[src/rtl/memory_access_unit.sv]
// memory_access_unit: byte-serial load/store engine between a word-wide register side and a byte-wide memory
// Ports: Clock/Reset (sync, active-high); Start/WR/NumBytes/Addr/WData request, sampled only while idle;
//   RData assembled load result, Busy, Done one-cycle completion pulse;
//   Mem_Address/Mem_Data/Mem_WR/Mem_CS drive the memory, MemOut is its read byte one cycle after the address.
// Define MEMORY_ACCESS_UNIT_SIGN_EXT_EN to sign-extend short loads; otherwise the upper lanes are zero-filled.
module memory_access_unit #(
  parameter int DATA_WIDTH = 32,
  parameter int ADDR_WIDTH = 16
) (
  input  logic                  Clock,
  input  logic                  Reset,
  input  logic                  Start,
  input  logic                  WR,
  input  logic [3:0]            NumBytes,
  input  logic [ADDR_WIDTH-1:0] Addr,
  input  logic [DATA_WIDTH-1:0] WData,
  output logic [DATA_WIDTH-1:0] RData,
  output logic                  Busy,
  output logic                  Done,
  output logic [ADDR_WIDTH-1:0] Mem_Address,
  output logic [7:0]            Mem_Data,
  output logic                  Mem_WR,
  output logic                  Mem_CS,
  input  logic [7:0]            MemOut
);
  localparam int BYTES = DATA_WIDTH / 8;
  typedef enum logic [1:0] {IDLE, STORE, LOAD_ISSUE, LOAD_DRAIN} stateType;
  stateType state, nextState;
  logic [3:0] idx, lastIdx, effN;
  logic [DATA_WIDTH-1:0] wordShift, loadWord;
  logic [7:0] lanes [BYTES];
  logic [7:0] fill;
  logic last;
  assign Busy = state != IDLE;
  assign last = idx == lastIdx;
  // Zero and oversize counts both mean a full-width transfer.
  assign effN = (NumBytes == 4'd0 || NumBytes > 4'(BYTES)) ? 4'(BYTES) : NumBytes;
`ifdef MEMORY_ACCESS_UNIT_SIGN_EXT_EN
  // The last byte is on MemOut during the drain cycle, so its top bit is the sign.
  assign fill = {8{MemOut[7]}};
`else
  assign fill = 8'h00;
`endif
  always_ff @(posedge Clock) begin
    if (Reset) state <= IDLE;
    else state <= nextState;
  end
  always_comb begin
    nextState = state;
    case (state)
      IDLE:       nextState = Start ? (WR ? STORE : LOAD_ISSUE) : IDLE;
      STORE:      nextState = last ? IDLE : STORE;
      LOAD_ISSUE: nextState = last ? LOAD_DRAIN : LOAD_ISSUE;
      default:    nextState = IDLE;
    endcase
  end
  // Memory outputs are registered: the byte for index idx is on the bus while idx is current.
  always_ff @(posedge Clock) begin
    if (Reset) begin
      idx         <= '0;
      lastIdx     <= '0;
      wordShift   <= '0;
      Mem_Address <= '0;
      Mem_Data    <= '0;
      Mem_CS      <= 1'b0;
      Mem_WR      <= 1'b0;
      Done        <= 1'b0;
      RData       <= '0;
    end else begin
      Done <= (state == STORE && last) || state == LOAD_DRAIN;
      if (state == IDLE && Start) begin
        idx         <= '0;
        lastIdx     <= effN - 4'd1;
        Mem_Address <= Addr;
        Mem_CS      <= 1'b1;
        Mem_WR      <= WR;
        wordShift   <= WData >> 8;
        if (WR) Mem_Data <= WData[7:0];
      end else if (state == STORE || state == LOAD_ISSUE) begin
        if (last) begin
          Mem_CS <= 1'b0;
          Mem_WR <= 1'b0;
        end else begin
          idx         <= idx + 4'd1;
          Mem_Address <= Mem_Address + ADDR_WIDTH'(1);
          wordShift   <= wordShift >> 8;
          if (state == STORE) Mem_Data <= wordShift[7:0];
        end
      end
      if (state == LOAD_DRAIN) RData <= loadWord;
    end
  end
  // While index idx is issued, MemOut carries byte idx-1; byte N-1 arrives in the drain cycle
  // and is taken straight from MemOut when RData is written.
  for (genvar i = 0; i < BYTES; i++) begin : gLane
    always_ff @(posedge Clock) begin
      if (Reset) lanes[i] <= '0;
      else if (state == LOAD_ISSUE && idx == 4'(i + 1)) lanes[i] <= MemOut;
    end
    assign loadWord[8*i +: 8] = 4'(i) < lastIdx ? lanes[i] : (4'(i) == lastIdx ? MemOut : fill);
  end
endmodule

[config.mk]
export PLATFORM = sky130hd
export DESIGN_NAME = memory_access_unit
export DESIGN_NICKNAME = d
export VERILOG_FILES = /design/src/rtl/memory_access_unit.sv
export SDC_FILE = /design/constraint.sdc
export NUM_CORES = 1
export LEC_CHECK = 0
export CAP_MARGIN = 20
export CORE_MARGIN = 4
export CORE_UTILIZATION = 40
export CTS_CLUSTER_SIZE = 25
export DETAILED_ROUTE_END_ITERATION = 10
export GPL_TIMING_DRIVEN = 1
export PLACE_DENSITY = 0.67
export SLEW_MARGIN = 20
export SYNTH_ARGS = -nofsm -noshare
export SYNTH_HDL_FRONTEND = slang
export SYNTH_SLANG_ARGS = --single-unit
[constraint.sdc]
create_clock -name Clock -period 1.9 [get_ports Clock]
set_input_delay 0.38 -clock Clock [delete_from_list [all_inputs] [get_ports Clock]]
set_output_delay 0.38 -clock Clock [all_outputs]
set_load 0.005 [all_outputs]
# Yosys cells after proc, flatten, opt, wreduce, memory -nomap -nowiden
# Memory sizes are Yosys's and may differ from the RTL's.
# Index checks and enable logic that the tools add are counted.
# W data, S select, Z words.
[totals] ff_bits=93 latchBits=0 ramBits=32 rom_bits=0 input_bits=64 mem_count=1
[memory_table] memory="lanes" words=4 word_bits=8 rd=4 rd_ports_with_merged_regs=0 write_ports=4 line_no="31" source="logic [7:0] lanes [BYTES];"
[classes] n_addsub=3 n_mul=0 n_div=0 magnitude_cmp=5 n_eq_ne=13 n_shift=0 n_mux=47 bitwise=5 n_reduce_logical=21
[op_table] cell="$mux W8" n=17
[op_table] cell="$mux W24" n=3
[op_table] cell="$mux W16" n=3
[op_table] cell="$mux W1" n=20
[op_table] cell="$add A16 B1 Y16 const B" n=1
[op_table] cell="$eq A2 B4 Y1 const A" n=2
[op_table] cell="$eq A4 B2 Y1 const B" n=2
[op_table] cell="$logic_not A4 Y1" n=2
[op_table] cell="$lt A1 B4 Y1 const A" n=2
[op_table] cell="$lt A2 B4 Y1 const A" n=2
[op_table] cell="$reduce_bool A2 Y1" n=4
[op_table] cell="$logic_and A1 B1 Y1" n=6
[op_table] cell="$pmux W2 S3" n=1
[op_table] cell="$reduce_and A2 Y1" n=3
[op_table] cell="$add A4 B1 Y4 const B" n=1
[op_table] cell="$eq A1 B4 Y1 const A" n=1
[op_table] cell="$eq A2 B2 Y1 const B" n=2
[op_table] cell="$eq A4 B1 Y1 const B" n=1
[op_table] cell="$eq A4 B3 Y1 const B" n=1
[op_table] cell="$eq A4 B4 Y1" n=1
[op_table] cell="$gt A4 B3 Y1 const B" n=1
[op_table] cell="$mux W2" n=2
[op_table] cell="$mux W4" n=1
[op_table] cell="$or A1 B1 Y1" n=4
[op_table] cell="9 further kinds" n=11

# Longest topological paths before layout
[logic_depth] depth_word=6 mapped_depth=8 mapped_depth_nobuf=6

# Worst setup path before layout
# No wires, ideal clock.
[synth_path] kind="reg2reg" from="reg state[1]" to="reg Mem_Address[12]" arrival_ps=1934 required_time_ps=1809 setup_slack_ps=-125 path_stages_with_launch=7 path_buffers=0 period_less_slack_ps=2025 cell_sequence="dfxtp_1 > inv_1 > ha_1 > and4_1 > nand4_1 > or4_1 > a311oi_1"
[synth_between] elab_chain_len=4 word_cells_on_any_way=9 classes_between="eq/ne (3); mux (1); reduce/logical (5)"
[synth_rtl] element="from (decl)" line_no="28" source="stateType state, nextState;"
[synth_rtl] element="from (signal assigned)" line_no="46" source="else state <= nextState;"
[synth_rtl] element="$eq A2 B1 Y1, or another cell as far along" line_no="79" source="end else if (state == STORE || state == LOAD_ISSUE) begin"
[synth_rtl] element="$logic_or A1 B1 Y1 or $logic_and A1 B1 Y1 (tied branches)" line_no="79, 71"
[synth_rtl] element="$reduce_bool A2 Y1 (no source line) or $ne A2 B1 Y1 (tied branches)"
[synth_rtl] element="$reduce_and A2 Y1 (no source line)"
[synth_rtl] element="to (signal assigned)" line_no="74" source="Mem_Address <= Addr;"
[synth_rtl] element="to (signal assigned)" line_no="85" source="Mem_Address <= Mem_Address + ADDR_WIDTH'(1);"
[synth_rtl] element="to (decl)" line_no="20" source="output logic [ADDR_WIDTH-1:0] Mem_Address,"
# Several ways; a longest one is shown, not always the timed one.
# A chain may end at the register's enable or synchronous reset.

# Worst setup path after layout
[layout_path] from="reg state[0]" to="reg Mem_Address[14]"
# Same word-level chain as after synthesis.

==> results.ini <==
[run_status]
status=finished with violations
violations=setup timing

[power]
ir_worst_vdd_uv=648
switchingPower_w=0.00194
p_int_w=0.00529
p_seq_share_pct=41.9
switching_share_pct=26.8
p_clk_share_pct=39.6
pwr-share-comb_pct=18.6
powerDensity_nw_per_um2=906
p_leak_nw=2.86

[setup_path]
reg2reg_from=state[0]
critPathBufInv=2
worstPathRequired_ns=2.22
critPathLaunchType=flip-flop
cp_slowest_cell=or4_1
critPathArrivalTime_ns=2.23
critical_path_class=flip-flop to flip-flop
cp_top_family=simple AND/OR/NAND/NOR gates
startpoint=state[0]
crit_path_end_kind=flip-flop
max_stage_delay_ns=0.40
crit_chain=inv_2, ha_4, and4_4, nand4_1, buf_6, or4_1, a311oi_1
path_max_fanout=7

[logic_synthesis]
synth_cell_types=41
netlist_top_cells_count=94 x nand2_1, 93 x dfxtp_1, 82 x nor2_1
yosysTopAreaCell=dfxtp_1
netlist_area_um2=5710
synthCells=642
synth_edf_count=32
yosys.area.top_type_share_pct=32.6
synth-seq-cells=125
async_flop_share_pct=0
ys_warn_count=0
ys_top_cells_by_area=dfxtp_1 33%, edfxtp_1 17%, nand2_1 6.2%
ys_dominant_reg_cell=dfxtp_1
postSynthAreaPerCell_um2=8.89
yosysSeqAreaShare_pct=49.4
synth_nets=717
synth.most_common_cell=nand2_1

[flow_run]
maxCapViolCount=0

[timing]
maxSlewHeadroom_pct=68.4
period_minus_slack_ns=1.91
timing.final.ws_setup_ns=-0.00676
setup_viol=1
period_share_pct=100
holdWs_ns=0.354
drv_slew=0
rsz0062_at_grt=true
hold_violations=0
worst_pin_slew_ns=0.473
fmax_mhz=524
fin_skew_ns=0.00815

[clock_tree]
cts.clk_slew.worst_paths_ns=0.05
clkLatencyLatePin_ns=0.42
cts-htree-levels=4
ctsRootBufferMaster=clkbuf_16
cts_tree=done
cts_buffers=17
holdBufCountCts=0
cts_buffer_depth=2
clock-sinks=125

[placed_design]
portBuffers=123
place_congestion=0.800
place_area_um2=7380
hpwl_um=10900
post-place-cells=943

[die]
die-area_um2=16200
dieWidth_um=127
io_pins=124
fp.dieH_um=127
start_util_pct=41.0
rows=43
core_area_um2=13900

[routing]
ant_nets=0
first_iter_violations=359
drt_wl_total_um=15900
wl_per_cell_um=16.3
num_vias=5302
viasPerCell=5.42
dr.pass1.iters=5
route.detailed.drc=0

[global_routing]
grt_max_degree=65
grt_pass1_vias=5210
antenna_found_initial=0
grt.total_usage_pct=19.7
grt_pass1_wl_um=25900
overflow=0

[layout]
final_area_um2=7980
drive_gt1_share_pct=12.8
fin_nets=861
areaGrowthSynthToFinish_pct=39.8
stdcell_count=979
diodes=0

[hold_path]
hp-class=input pin to flip-flop
worstHoldStart=Reset

## logic make-up after synthesis
family | after synthesis | share of synthesized area [%]
AND/OR/NAND/NOR | 280 | 22.7
AO/OA/AOI/OAI | 155 | 18.9
flip-flops | 125 | 49.4
buffers and inverters | 57 | 3.97
adder cells (fa/ha/maj) | 11 | 2.41
multiplexers | 8 | 1.58
XOR/XNOR | 6 | 0.920
## layout make-up
cell class | instances | area, um2
Multi-Input combinational cell | 460 | 2710
Inverter | 9 | 33.8
Clock inverter | 9 | 45.0
Sequential cell | 125 | 2830
Clock buffer | 23 | 478
Fill cell | 1203 | 5960
Tap cell | 180 | 225
Timing Repair Buffer | 173 | 1660
## placed cells by master, fill, tap and decap left out, types with 17 or more instances in the layout
master             n
buf_4             45
nand2_1           93
o21ai_0           18
nand3_1           24
nor2_1            82
and2_1            36
edfxtp_1          32
a21oi_1           43
dfxtp_1           91
a311oi_1          33
clkdlybuf4s50_1  121
clkbuf_16         17
a211oi_1          28
## sequential cells by signal (all words and copies together) (netlist names)
name and count:
Done 1, lastIdx 4, RData 32, idx 4, lanes 32, state 2, Mem_WR 1, Mem_Address 16
wordShift 24, Mem_CS 1, Mem_Data 8
## routing by layer
metal | up-vias | track usage [%] | share of wire, % | routed length [um]
met5 | - | 0 | 0 | 0
met1 | 2515 | 25.5 | 44 | 7010
met2 | 173 | 32.3 | 49 | 7800
li1 | 2594 | - | - | -
met3 | 20 | 4.72 | 5.5 | 875
met4 | 0 | 6.81 | 1.5 | 239
## worst register-to-register path, delay by kind of cell (launching register included)
kind	cells	cell delay, ns
flip-flops	1	0.33
adder cells (fa/ha/maj)	1	0.28
AO/OA/AOI/OAI	1	0.25
buffers and inverters	2	0.21
AND/OR/NAND/NOR	3	0.75
## through the flow
| stage | setup TNS (ns) | utilization, % | setup slack [ns] | total power, W |
|---|---|---|---|---|
| CTS | -0.000660 | 57.0 | -0.000660 | 0.00725 |
| global placement | 0 | 53.0 | 0.0414 | 0.00435 |
| finish | -0.00676 | 57.3 | -0.00676 | 0.00723 |
| global route | -0.225 | 57.3 | -0.0755 | 0.00756 |
| floorplan | 0 | - | 0.000687 | 0.00374 |
| detailed placement | -0.279 | 53.0 | -0.0708 | 0.00438 |
## path summary, 6_finish.rpt
check                                  endpoint  slack (ns)  cells after the start
worst min-delay path              wordShift[16]        0.35                      2
worst max register to register  Mem_Address[14]      -0.007                      7
worst max-delay path            Mem_Address[14]      -0.007                      7
worst min register to register    wordShift[11]        0.46                      2
## power by group through the flow
stage	sequential (W)	clock (W)	combinational, W
after global routing	0.00305	0.00304	0.00147
after detailed placement	0.00308	0	0.00130
after floorplan	0.00306	0	0.000678
after CTS	0.00302	0.00290	0.00132
final	0.00303	0.00286	0.00134
after global placement	0.00307	0	0.00127
## timing repair
action | in CTS | in global routing
pin swaps | 2 | 3
gates resized for setup | 7 | 6
endpoints found under the hold margin | 0 | 0
setup endpoints to repair | 7 | 9
buffers inserted | 2 | 2
No activity file was read; power rests on OpenSTA's default activity.
